## config.mk

```make
export PLATFORM = sky130hd
export DESIGN_NAME = instr_inject_ctrl
export DESIGN_NICKNAME = d
export VERILOG_FILES = /design/src/rtl/instr_inject_pkg.sv /design/src/rtl/inject_fifo.sv /design/src/rtl/instr_inject_ctrl.sv
export SDC_FILE = /design/constraint.sdc
export NUM_CORES = 1
export LEC_CHECK = 0
export BUFFER_PORTS_ARGS = -buffer_cell sky130_fd_sc_hd__buf_2
export CORE_UTILIZATION = 60
export CTS_CLUSTER_DIAMETER = 60
export DETAILED_ROUTE_END_ITERATION = 8
export PLACE_DENSITY = 0.8
export SLEW_MARGIN = 30
export SYNTH_ARGS = -nofsm -noshare
export SYNTH_HDL_FRONTEND = slang
export SYNTH_SLANG_ARGS = --single-unit
```

## constraint.sdc

```tcl
create_clock -name clk -period 8.6 [get_ports clk]
set_clock_uncertainty 0.1 [all_clocks]
set_input_delay 0.86 -clock clk [delete_from_list [all_inputs] [get_ports clk]]
set_output_delay 0.86 -clock clk [all_outputs]
set_load 0.005 [all_outputs]
```

## src/rtl/instr_inject_pkg.sv

```systemverilog
`default_nettype none
// ============================================================================
// Module  : instr_inject_pkg
// Brief   : Shared types for the external-instruction injection controller.
// Rev     : 1.0
// ============================================================================
package instr_inject_pkg;

   typedef enum logic [1:0] {
      IDLE   = 2'd0,
      INJECT = 2'd1,
      DRAIN  = 2'd2,
      DONE   = 2'd3
   } state_t;

   localparam logic [31:0] NOP_INSTR = 32'h0000_0013;

   typedef struct packed {
      logic        last;
      logic [31:0] instr;
   } inj_entry_t;

endpackage
`default_nettype wire

```

## src/rtl/inject_fifo.sv

```systemverilog
`default_nettype none
// ============================================================================
// Module  : inject_fifo
// Brief   : Instruction FIFO with a one-entry read-pointer rewind for replay.
// Rev     : 1.0
// ============================================================================
module inject_fifo
   import instr_inject_pkg::*;
#(
   parameter int DEPTH   = 8,
   parameter int RESERVE = 0
) (
   input  logic       clk,
   input  logic       reset,
   input  logic       push,
   input  inj_entry_t push_data,
   input  logic       pop,
   input  logic       rewind,
   output inj_entry_t head,
   output logic       empty,
   output logic       full
);

   localparam int AW = $clog2(DEPTH);
   localparam logic [AW:0] LIMIT = (AW+1)'(DEPTH - RESERVE);

   inj_entry_t    mem [DEPTH];
   logic [AW-1:0] wr_ptr;
   logic [AW-1:0] rd_ptr;
   logic [AW:0]   count;

   always_ff @(posedge clk) begin
      if (push) begin
         mem[wr_ptr] <= push_data;
      end
   end

   // Rewinding re-exposes the entry just popped; the reserved slot keeps it intact.
   always_ff @(posedge clk) begin
      if (!reset) begin
         wr_ptr <= '0;
         rd_ptr <= '0;
         count  <= '0;
      end else begin
         if (push) begin
            wr_ptr <= wr_ptr + AW'(1);
         end
         if (pop) begin
            rd_ptr <= rd_ptr + AW'(1);
         end else if (rewind) begin
            rd_ptr <= rd_ptr - AW'(1);
         end
         count <= count + (AW+1)'(push) - (AW+1)'(pop) + (AW+1)'(rewind);
      end
   end

   assign head  = mem[rd_ptr];
   assign empty = (count == '0);
   assign full  = (count >= LIMIT);

endmodule
`default_nettype wire

```

## src/rtl/instr_inject_ctrl.sv

```systemverilog
`default_nettype none
// ============================================================================
// Module  : instr_inject_ctrl
// Brief   : Feeds a buffered host program into the core's external fetch path,
//           then drains it with NOPs. Optional flush replay: INSTR_INJECT_FLUSH_REPLAY_EN.
// Rev     : 1.0
// ============================================================================
module instr_inject_ctrl
   import instr_inject_pkg::*;
#(
   parameter int          DEPTH      = 8,
   parameter int          DRAIN_NOPS = 5,
   parameter int          CNT_W      = 16,
   parameter logic [31:0] NOP        = NOP_INSTR
) (
   input  logic             clk,
   input  logic             reset,
   input  logic             start,
   input  logic             in_valid,
   output logic             in_ready,
   input  logic [31:0]      in_instr,
   input  logic             in_last,
   input  logic             fetch_stall,
   input  logic             fetch_flush,
   output logic             instr_mode,
   output logic [31:0]      instr_ext,
   output logic             busy,
   output logic             done,
   output logic [CNT_W-1:0] issued_cnt
);

`ifdef INSTR_INJECT_FLUSH_REPLAY_EN
   localparam bit REPLAY = 1'b1;
`else
   localparam bit REPLAY = 1'b0;
`endif
   localparam int RESERVE = REPLAY ? 1 : 0;
   localparam int NW      = (DRAIN_NOPS > 0) ? $clog2(DRAIN_NOPS + 1) : 1;

   state_t     state;
   state_t     state_nx;
   logic [NW-1:0] nop_cnt;
   logic       prev_issue;
   inj_entry_t head;
   inj_entry_t wr_entry;
   logic       fifo_empty;
   logic       fifo_full;
   logic       push;
   logic       issue;
   logic       rewind;

   assign wr_entry.last  = in_last;
   assign wr_entry.instr = in_instr;
   assign push = in_valid && in_ready;

   // A flush squashes whatever was issued last cycle; it is replayed instead of popping.
   assign rewind = REPLAY && fetch_flush && prev_issue &&
                   ((state == INJECT) || (state == DRAIN));
   assign issue  = (state == INJECT) && instr_mode && !fetch_stall &&
                   !fifo_empty && !rewind;

   inject_fifo #(
      .DEPTH   (DEPTH),
      .RESERVE (RESERVE)
   ) u_fifo (
      .clk       (clk),
      .reset     (reset),
      .push      (push),
      .push_data (wr_entry),
      .pop       (issue),
      .rewind    (rewind),
      .head      (head),
      .empty     (fifo_empty),
      .full      (fifo_full)
   );

   always_ff @(posedge clk) begin
      if (!reset) begin
         state <= IDLE;
      end else begin
         state <= state_nx;
      end
   end

   always_comb begin
      state_nx  = state;
      in_ready  = 1'b0;
      instr_ext = NOP;
      busy      = 1'b0;
      done      = 1'b0;
      case (state)
         IDLE: begin
            in_ready = !fifo_full;
            if (start) begin
               state_nx = INJECT;
            end
         end
         INJECT: begin
            in_ready = !fifo_full;
            busy     = 1'b1;
            if (!fifo_empty) begin
               instr_ext = head.instr;
            end
            if (issue && head.last) begin
               if (DRAIN_NOPS == 0) begin
                  state_nx = DONE;
               end else begin
                  state_nx = DRAIN;
               end
            end
         end
         DRAIN: begin
            busy = 1'b1;
            if (rewind) begin
               state_nx = INJECT;
            end else if (!fetch_stall && (nop_cnt == NW'(1))) begin
               state_nx = DONE;
            end
         end
         DONE: begin
            done = 1'b1;
            if (start) begin
               state_nx = INJECT;
            end
         end
         default: begin
            state_nx = IDLE;
         end
      endcase
      if (!reset) begin
         in_ready = 1'b0;
      end
   end

   always_ff @(posedge clk) begin
      if (!reset) begin
         instr_mode <= 1'b0;
         issued_cnt <= '0;
         nop_cnt    <= '0;
         prev_issue <= 1'b0;
      end else begin
         prev_issue <= issue;
         if ((state == IDLE) && start) begin
            instr_mode <= 1'b1;
         end
         if ((state == DONE) && start) begin
            issued_cnt <= '0;
         end else if (issue) begin
            if (issued_cnt != '1) begin
               issued_cnt <= issued_cnt + CNT_W'(1);
            end
         end else if (rewind) begin
            issued_cnt <= issued_cnt - CNT_W'(1);
         end
         if (issue && head.last) begin
            nop_cnt <= NW'(DRAIN_NOPS);
         end else if ((state == DRAIN) && !fetch_stall && (nop_cnt != '0)) begin
            nop_cnt <= nop_cnt - NW'(1);
         end
      end
   end

endmodule
`default_nettype wire

```

==> results of run 1 <==
-- through the flow --
stage	cell area, sq um	instances	util [%]
6_report	13840	1051	70.44
5_1_grt	13840	1051	70.44
4_1_cts	13820	1049	70.33
3_5_place_dp	12920	994	65.72
3_3_place_gp	12910	994	65.70
2_1_floorplan	12130	656	-
-- layout make-up --
cell class	instances	area, sq um
Multi-Input combinational cell	314	3359
Tap cell	265	331.6
Inverter	16	60.06
Timing Repair Buffer	101	548.0
Clock buffer	40	809.5
Fill cell	1269	5809
Clock inverter	15	96.34
Antenna cell	1	2.502
Sequential cell	299	8637
-- cell usage after synthesis (all sizes together) (2+ instances only) --
master,instances
or4,2
nor2b,2
clkbuf,4
a31oi,7
mux2,4
nand2,27
o22ai,4
o31ai,2
nand3b,2
a211oi,2
nor3b,2
edfxtp,264
nand4,2
a311oi,2
o211a,2
mux4,64
ha,16
nor3,8
nand3,11
a31o,2
xor2,2
buf,23
mux2i,40
o21ai,4
or3b,3
dfxtp,35
a41o,3
a21oi,11
nor4,3
inv,16
or3,4
and3,4
nand2b,8
xnor2,5
nor2,51
and2,4
-- kinds of logic (layout without fill, tap and decap cells) --
logic type / Yosys count / in the layout / share of synthesized area [%]
AO/OA/AOI/OAI: 45 / 45 / 2.908
XOR/XNOR: 7 / 7 / 0.5053
adder cells (fa/ha/maj): 17 / 17 / 1.815
buffers and inverters: 43 / 172 / 1.691
flip-flops: 299 / 299 / 71.11
multiplexers: 108 / 108 / 15.55
other: 0 / 1 / 0
AND/OR/NAND/NOR: 137 / 137 / 6.424
-- sequential cells by signal (all words and copies together), names as in the netlist, named ones only --
signal / count
issued_cnt: 16
state: 2
instr_mode: 1
nop_cnt: 3
u_fifo.mem: 264
u_fifo.wr_ptr: 3
u_fifo.rd_ptr: 3
u_fifo.count: 4
-- worst max path at each step --
stage / to / cells past startpoint / start
after floorplan: u_fifo.mem[0][0] / 6 / reset
after global placement: u_fifo.mem[4][25] / 7 / reset
after detailed placement: u_fifo.mem[4][25] / 7 / reset
after CTS: instr_ext[13] / 5 / register
after global routing: instr_ext[13] / 5 / register
final: instr_ext[13] / 5 / register
-- power by group through the flow --
stage,Sequential [W],Combinational (W),Clock (W)
floorplan,0.00168,0.000217,0
global placement,0.00168,0.000323,0
detailed placement,0.00169,0.000336,0
CTS,0.00166,0.000338,0.00120
global route,0.00166,0.000366,0.00126
finish,0.00166,0.000334,0.00119
-- worst max-delay path, cell delays in order, from the launching register on --
cell,delay [ns]
dfxtp_4,0.83
buf_4,0.65
mux4_2,0.57
mux2i_1,0.29
nor2_1,0.07
buf_2,0.13
-- per-layer routing --
metal,wire (microns),vias up
met4,424,2
met5,8,-
met3,1547,33
li1,-,2836
met2,12060,223
met1,9278,3215
-- layout by cell type (no fill, tap or decap), types with 3 or more instances in the layout --
cell	instances
edfxtp_1	264
mux2_2	3
o22ai_1	4
nand3_1	9
a41o_1	3
a31oi_1	7
nand2_1	27
or3b_1	3
nor2_4	6
nor2_1	44
ha_1	16
nand2b_1	8
and3_1	4
xnor2_1	5
inv_1	15
buf_4	11
nor3_2	3
o21ai_0	4
nor3_1	5
dfxtp_1	32
and2_1	3
clkinv_2	3
mux2i_1	40
buf_2	89
clkbuf_16	31
clkbuf_1	9
mux4_2	64
clkinv_1	8
a21oi_1	11
==> impl_results.md, run 1 <==
* Status: finished, final reports clean
* LEAKAGE at ~4.6 nW
* Routing usage on met2 at 40.58%
* Cts hold-fix bufs at 0
* Overall power at between 0.003 and 0.004 W
* Worst hold path type: register to register
* Vias at about 6.3k
* CTS Buf Count at 30
* Die Footprint at 20,800 sq um
* Sw power at between 0.0007 and 0.0008 W
* Initial Util at about three fifths
* Netlist cell types at 61
* Syn_nets at around 700
* Pwr per Cell Area at between 200 and 250 nW/um^2
* Global-route usage over all layers at between 20% and 30%
* GRT met1 Usage at between 30 and 40%
* Root buf cell: clkbuf_16
* H-tree Lvls at 1
* Post-CTS setup repair buffer count at 0
* Register bit count reported by yosys at 299
* Worst-margin pin slew at approximately 0.96 ns
* Core area at roughly 20,000 sq um
* FF-to-FF Start: state[1]
* Top_reg_cell synth: edfxtp_1
* Via-to-Cell Ratio at 6.003
* Gr ovfl total at 0
* Die W at roughly 140 microns
* Clock-pin slew of the registers on the worst-case setup and hold paths at approximately 0.060 ns
* Reg2Reg Depth at 7
* First-pass GRT wire length at around 36,000 microns
* Hold Slack at between 0.4 and 0.5 ns
* Routed WL per cell at roughly 22 microns
* Reg2reg end: u_fifo.mem[4][25]
* EDFF count, synth at around 260
* Area grow syn2layout at 14.10%
* Largest net degree at the start of global routing at 69
* Dpl hpwl at around 14,000 microns
* Vias in the first global route at between 6k and 7k
* Switch share at between 20% and 30%
* Fmax achieved at 0.2471 GHz
* Final Setup Violations at 0
* Seq pwr share at 52.2%
* Initial drt markers at 463
* Dpl ws at around 4.8 ns
* DRT Pass-1 Iters at 5
* Crit share post-route at 47.05%
* FF-to-FF setup slack at just over 5 ns
* Ys Warns at 0
* Clock share of power at between 30% and 40%
* Final GP Congestion at between 0.8 and 0.9
* Slew margin rel. at between 30% and 40%
* Logic pwr share at roughly a tenth
* Row Count at 51
* Share of layout cells above drive strength 1 at a little under a third
* Routing usage on met3 at 4.139%
* Sequential area share after synthesis at between 70% and 80%
* Hold Crit Start: state[1]
* VDD IR max at ~200 uV
* Port-buffer cells at 89
* Antenna violations before repair at 2
* Nets@finish at 818
* Drt drc at 0
* Critical path endpoint category: primary output
* Final hold vios at 0
* Post-route ant nets at 0
* RSZ-0062 raised after global routing: false
* Post-CTS sizing at 0
* Final Slew Violations at 0
* Hold Crit Depth at 2
* Max clock buf depth at 3
* Worst Path Max Fanout at a little over 40
* Final min period at 4.046 ns
* Die height at approximately 140 microns
* Most utilized layer in the global route result: met2
* Req. time, crit path at 7.64 ns
* Asr flop ratio synth at 0%
* Yosys top cell area share at between 60 and 70%
* WHS Endpoint: state[1]
* Largest cells by area after synthesis: edfxtp_1 65%, mux4_2 12%, dfxtp_1 5.8%, mux2i_1 3.3%, ha_1 1.6%
* Cell-internal power at around 0.0025 W
* Setup_tns at 0 ns
* CTS tree: done
* Synthesized area per cell at about 18 sq um
* Final worst slack at 4.554 ns
* CTS sink cnt at ~300
* Setup CP Type: register to primary output
* Clock latency on the worst-skew pair at ~0.54 ns
* Startpoint types: register
* Area leader, netlist: edfxtp_1
* Mapped Area at ~12,000 sq um
* Arrival time at the worst endpoint at 3.09 ns
* Post-Route WL at 23,310 microns
* Syn Inst Count at between 600 and 700
* Ports at just over 90
* MaxCap Viol Count at 0
Note: power is estimated with default switching activity, not from simulation.
==> inputs of run 2 (changes only) <==
--- a/config.mk
+++ b/config.mk
@@ -6,10 +6,10 @@
 export NUM_CORES = 1
 export LEC_CHECK = 0
 export BUFFER_PORTS_ARGS = -buffer_cell sky130_fd_sc_hd__buf_2
-export CORE_UTILIZATION = 60
+export CORE_UTILIZATION = 54
 export CTS_CLUSTER_DIAMETER = 60
 export DETAILED_ROUTE_END_ITERATION = 8
-export PLACE_DENSITY = 0.8
+export PLACE_DENSITY = 0.76
 export SLEW_MARGIN = 30
 export SYNTH_ARGS = -nofsm -noshare
 export SYNTH_HDL_FRONTEND = slang
==> constraint.sdc (replaced) <==
create_clock -name clk -period 3.6 [get_ports clk]
set_clock_uncertainty 0.1 [all_clocks]
set_input_delay 0.36 -clock clk [delete_from_list [all_inputs] [get_ports clk]]
set_output_delay 0.36 -clock clk [all_outputs]
set_load 0.005 [all_outputs]
==> run 2 against run 1 <==
Effect of this change: the run now ends with DRC left; register-to-register slack lost 4.5 ns; final area up 4.3%; utilization fell by 4.7 points; first-iteration DRC count rose by 23%; via count up 3.3%; setup slack worse by 4.0 ns; global-route usage down 2.3 points; worst hold slack worse by 0.38 ns; critical path depth stayed put; routed wire length grew 3.6%; count of clock-buffer cells in the layout unchanged; non-clock buffer count up 42; critical endpoint is now instr_ext[19]; largest power group unchanged; highest routed layer is now met4.
==> impl_results.md, run 2 (synthesis gave the netlist of run 1 again) <==
* Placed cell areas at 13,150 sq um (+1.8%)
* VDD IR max at 436.8 uV (+120%)
* MaxCap Viol Count at 0 (unchanged)
* Nets@finish at 860 (+5.1%)
* Drt drc at 16 (+16)
* Final min period at between 3 and 4 ns
* Hold Crit Start: start
* Ports at 91 (unchanged)
* Setup CP Type: register to primary output
* Max clock buf depth at 3 (unchanged)
* Global-route usage over all layers at 21.30% (-2.3 points)
* Top Registers: u_fifo.mem x264, issued_cnt x16, u_fifo.count x4
* Post-CTS sizing at 0 (unchanged)
* CTS sink cnt at 299 (unchanged)
* Status: complete, but fails checks
* Fin area at 14,440 sq um (+4.3%)
* Most flops, register: u_fifo.mem
* H-tree Lvls at 1 (unchanged)
* Routed WL per cell at 21.84 microns (-1.5%)
* Die Footprint at 23,070 sq um (+11%)
* Startpoint types: register
* Critical path endpoint category: primary output
* Core area at 21,960 sq um (+12%)
* Vias in the first global route at 6,919 (+6.2%)
* Hold Crit Depth at 3 (+1)
* Most frequent cells in the layout: 264 x edfxtp_1, 89 x buf_2, 64 x mux4_2, 44 x nor2_1, 40 x mux2i_1
* Worst-margin pin slew at 0.7253 ns (-0.2392 ns)
* Failing checks: DRC
* LEAKAGE at 4.838 nW (+5.0%)
* Area grow syn2layout at 19.00%
* Initial Util at 55.26% (-6.5 points)
* Post-route ant nets at 0 (unchanged)
* Root buf cell: clkbuf_16
* Clock latency on the worst-skew pair at 0.56 ns (+0.02 ns)
* Worst hold path type: input pin to register
* Fmax achieved at around 0.33 GHz
* Post-Route WL at 24,160 microns (+3.6%)
* Final Slew Violations at 0 (unchanged)
* Vias at 6,517 (+3.3%)
* Share of layout cells above drive strength 1 at 30.39% (+0.20 points)
* Port-buffer cells at 89 (unchanged)
* Via-to-Cell Ratio at 5.892 (-1.8%)
* Diode count at 0 (-1)
* CTS Buf Count at 30 (unchanged)
* Crit share post-route at 85.24%
* Worst Path Max Fanout at 35 (-15%)
* Overall power at 0.007826 W (+150%)
* Largest net degree at the start of global routing at 36 (-48%)
* Row Count at 54 (+5.9%)
* FF-to-FF setup slack at 0.60 ns (-4.49 ns)
* Die W at 151.9 microns (+5.3%)
* First-pass GRT wire length at 37,910 microns (+6.3%)
* DRT Pass-1 Iters at 7 (+2)
* Dpl hpwl at 14,570 microns (+5.2%)
* Reg2reg end: u_fifo.mem[5][30]
* CTS tree: done
* Final hold vios at 0 (unchanged)
* Die height at 151.9 microns (+5.3%)
* Final Setup Violations at 0 (unchanged)
* Slew margin rel. at 51.36% (+16 points)
* Final GP Congestion at 0.8360 (-0.99%)
* Clock-pin slew of the registers on the worst-case setup and hold paths at 0.06 ns (about the same)
* Cts hold-fix bufs at 33 (+33)
* Pwr per Cell Area at 542.0 nW/um^2 (+140%)
* Reg2Reg Depth at 7 (unchanged)
* Initial drt markers at 570 (+23%)
* Arrival time at the worst endpoint at 2.61 ns (-0.48 ns)
* Antenna violations before repair at 0 (-2)
* FF-to-FF Start: state[1]
* Req. time, crit path at 3.14 ns (-4.50 ns)
* Setup_tns at 0 ns (unchanged)
* WHS Endpoint: instr_mode
* Largest register FFs at 264 (unchanged)
* RSZ-0062 raised after global routing: false
* Gr ovfl total at 0 (unchanged)
* Commonest non-fill, non-tap cell in the layout: edfxtp_1
* Post-CTS setup repair buffer count at 0 (unchanged)
[run 2: changes by cell type in the layout (fill, tap and decap cells not counted), moves of 2 or more]
cell	delta
clkbuf_8	+2
inv_6	+2
clkinv_1	-5
nor3_2	-2
nor3_4	+2
dlygate4sd3_1	+33
buf_12	+9
[run 2: layer usage]
layer  vias to the layer above  global-route usage (%)  share of wire (%)
li1                       2917                       -                  -
met1                      3340                   27.09                 40
met2                       220                   38.25                 52
met3                        40                   3.166                5.3
met4                         0                   5.928                2.1
met5                         -                       0                  0
[run 2: metrics by stage]
stage | setup slack (ns) | util [%] | cells | hold slack [ns]
detailed placement | 0.6116 | 59.86 | 1019 | 0.4082
CTS | 0.4252 | 65.75 | 1106 | 0.003049
global placement | 0.7541 | 59.85 | 1019 | 0.3815
finish | 0.5315 | 65.76 | 1106 | 0.01971
global route | 0.3388 | 65.76 | 1106 | 0.03462
floorplan | 0.5788 | - | 656 | 0.3589
[run 2: final cells by class]
type                            count  area, sq um
Timing Repair Buffer              143         1059
Fill cell                        1478         7518
Clock buffer                       40        808.3
Multi-Input combinational cell    314         3372
Clock inverter                     14        153.9
Sequential cell                   299         8637
Tap cell                          280        350.3
Inverter                           16        60.06
[run 2: power by group]
part | leakage, nW | switching [W] | internal, W
registers | 2.66 | 0.0000672 | 0.00390
logic | 1.71 | 0.000491 | 0.000372
clock network | 0.463 | 0.00127 | 0.00173
total | 4.84 | 0.00183 | 0.00600
[run 2: worst max path at each step]
| stage | endpoint | slack (ns) | cells past startpoint |
|---|---|---|---|
| global route | instr_ext[19] | 0.34 | 5 |
| global placement | u_fifo.mem[5][6] | 0.75 | 7 |
| floorplan | u_fifo.mem[1][0] | 0.58 | 7 |
| detailed placement | u_fifo.mem[5][6] | 0.61 | 7 |
| CTS | instr_ext[19] | 0.43 | 5 |
| finish | instr_ext[19] | 0.53 | 5 |
[run 2: worst max-delay path, cell delays in order, from the launching register on]
cell and delay, ns:
dfxtp_4 0.82, buf_4 0.32, mux4_2 0.52, mux2i_1 0.17, nor2_1 0.07, buf_2 0.14
==> inputs of run 3 (changes only) <==
--- a/config.mk
+++ b/config.mk
@@ -9,6 +9,7 @@
 export CORE_UTILIZATION = 54
 export CTS_CLUSTER_DIAMETER = 60
 export DETAILED_ROUTE_END_ITERATION = 8
+export GPL_TIMING_DRIVEN = 0
 export PLACE_DENSITY = 0.76
 export SLEW_MARGIN = 30
 export SYNTH_ARGS = -nofsm -noshare
==> run 3 against run 2 <==
Effect of this change: the flow still finishes with violations (DRC); flip-flop and latch count stayed put; sequential share of layout area fell by 1.0 points; non-clock buffer count up 24; global-route usage rose by 1.3 points; via count up 1.8%; critical path type unchanged.
==> impl_results.md, run 3 (synthesis gave the netlist of run 1 again) <==
* Post-CTS setup repair buffer count at 0 (unchanged)
* Fin area at 14,680 sq um (+1.7%)
* MaxCap Viol Count at 0 (unchanged)
* Share of layout cells above drive strength 1 at 30.98% (+0.59 points)
* Largest register FFs at 264 (unchanged)
* Placed cells at 1,042 (+2.3%)
* Worst path top cell family by delay: buffers and inverters
* Top Registers: u_fifo.mem x264, issued_cnt x16, u_fifo.count x4
* Cts hold-fix bufs at 34 (+3.0%)
* Req. time, crit path at 3.14 ns (about the same)
* Hold Slack at 0.01981 ns (+0.0001002 ns)
* H-tree Lvls at 1 (unchanged)
* Post-route ant nets at 0 (unchanged)
* Die height at 151.9 microns (unchanged)
* VDD IR max at 578.8 uV (+33%)
* Routing usage on met2 at 40.48% (+2.2 points)
* RSZ-0062 raised after global routing: false
* Ports at 91 (unchanged)
* Gr ovfl total at 0 (unchanged)
* Clock-pin slew of the registers on the worst-case setup and hold paths at 0.06 ns (about the same)
* Antenna violations before repair at 0 (unchanged)
* Worst-margin pin slew at 0.6508 ns (-0.07456 ns)
* Final hold vios at 0 (unchanged)
* Initial drt markers at 482 (-15%)
* Final min period at 3.193 ns (+0.1240 ns)
* Pwr per Cell Area at 533.6 nW/um^2 (-1.6%)
* Global-route usage over all layers at 22.56% (+1.3 points)
* Initial Util at 55.26% (unchanged)
* Max clock buf depth at 3 (unchanged)
* Row Count at 54 (unchanged)
* Root buf cell: clkbuf_16
* Setup CP Type: register to primary output
* DRT Pass-1 Iters at 7 (unchanged)
* Most flops, register: u_fifo.mem
* Nets@finish at 884 (+2.8%)
* Most utilized layer in the global route result: met2
* Startpoint types: register
* Clock latency on the worst-skew pair at 0.55 ns (about the same)
* Slew margin rel. at 56.52% (+5.2 points)
* Crit path max-delay cell type: clkbuf_1
* Final Slew Violations at 0 (unchanged)
* Die W at 151.9 microns (unchanged)
* Crit share post-route at 88.68% (+3.4 points)
* Final GP Congestion at 0.8757 (+4.7%)
* First-pass GRT wire length at 39,460 microns (+4.1%)
* Largest net degree at the start of global routing at 19 (-47%)
* Port-buffer cells at 88 (-1.1%)
* Diode count at 0 (unchanged)
* GRT met1 Usage at 28.99% (+1.9 points)
* Core area at 21,960 sq um (unchanged)
* Arrival time at the worst endpoint at 2.73 ns (+0.12 ns)
* Routed WL per cell at 22.40 microns (+2.5%)
* Via-to-Cell Ratio at 5.875 (-0.29%)
* Drt drc at 15 (-1)
* Most frequent cell on the critical path: buf_2
* Status: complete, but fails checks
* CP peak stage delay at 0.47 ns (-0.35 ns)
* Placed cell areas at 13,390 sq um (+1.8%)
* CTS tree: done
* LEAKAGE at 4.994 nW (+3.2%)
* Dpl hpwl at 16,200 microns (+11%)
* Crit-path cells: inv_1, ha_1, clkbuf_1, nand2_1, buf_2, buf_2, nor2_1, buf_2
* Finished Layout Cells at 1,129 (+2.1%)
* Critical path buffer and inverter count at 5 (+3)
* Vias at 6,633 (+1.8%)
* Most frequent cells in the layout: 264 x edfxtp_1, 108 x buf_2, 64 x mux4_2, 44 x nor2_1, 40 x mux2i_1
* Post-Route WL at 25,280 microns (+4.7%)
* Worst Path Max Fanout at 10 (-71%)
* Vias in the first global route at 6,956 (+0.53%)
* CTS sink cnt at 299 (unchanged)
* Area grow syn2layout at 20.97%
* Post-CTS sizing at 0 (unchanged)
* Failing checks: DRC
* Final Setup Violations at 0 (unchanged)
* Commonest non-fill, non-tap cell in the layout: edfxtp_1
* Die Footprint at 23,070 sq um (unchanged)
* Critical path endpoint category: primary output
* Setup_tns at 0 ns (unchanged)
* Routing usage on met3 at 3.280% (+0.11 points)
* Fmax achieved at 0.3132 GHz (-3.9%)
* Worst hold path type: input pin to register
* CTS Buf Count at 30 (unchanged)
[run 3: cell count changes in the layout (fill, tap and decap cells not counted), moves of 4 or more]
cell and delta:
buf_12 -10, buf_16 +11, buf_2 +19, buf_4 -10
buf_6 +6, clkbuf_1 +4
[run 3: per-stage QoR]
stage / setup WS [ns] / power [W] / util [%]
6_report: 0.4074 / 0.007832 / 66.85
5_1_grt: 0.2674 / 0.008112 / 66.85
4_1_cts: 0.3877 / 0.007897 / 66.85
3_5_place_dp: 0.8352 / 0.004898 / 60.96
3_3_place_gp: -1.031 / 0.004822 / 58.91
2_1_floorplan: 0.5788 / 0.004531 / -
[run 3: where the power goes]
part | total [W] | internal [W] | switching [W]
Sequential | 0.00395 | 0.00390 | 0.0000540
Clock | 0.00299 | 0.00175 | 0.00124
Combinational | 0.000895 | 0.000388 | 0.000507
[run 3: layout make-up]
type / instances / area (sq um)
Buffer: 27 / 145.1
Clock buffer: 38 / 780.7
Clock inverter: 15 / 172.7
Fill cell: 1414 / 7279
Inverter: 16 / 60.06
Multi-Input combinational cell: 314 / 3368
Sequential cell: 299 / 8628
Tap cell: 280 / 350.3
Timing Repair Buffer: 140 / 1174
[run 3: final timing paths]
| kind | slack, ns | start | depth (start not counted) | to |
|---|---|---|---|---|
| worst max register to register | 0.85 | state[1] | 8 | u_fifo.mem[4][13] |
| worst min-delay path | 0.02 | reset | 2 | state[0] |
| worst max-delay path | 0.41 | state[1] | 8 | instr_ext[23] |
| worst min register to register | 0.41 | state[1] | 2 | state[1] |
[run 3: routing by layer]
layer,part of all wire [%],vias up
li1,-,2969
met1,40,3396
met2,52,224
met3,5.6,44
met4,2.0,0
met5,0,-
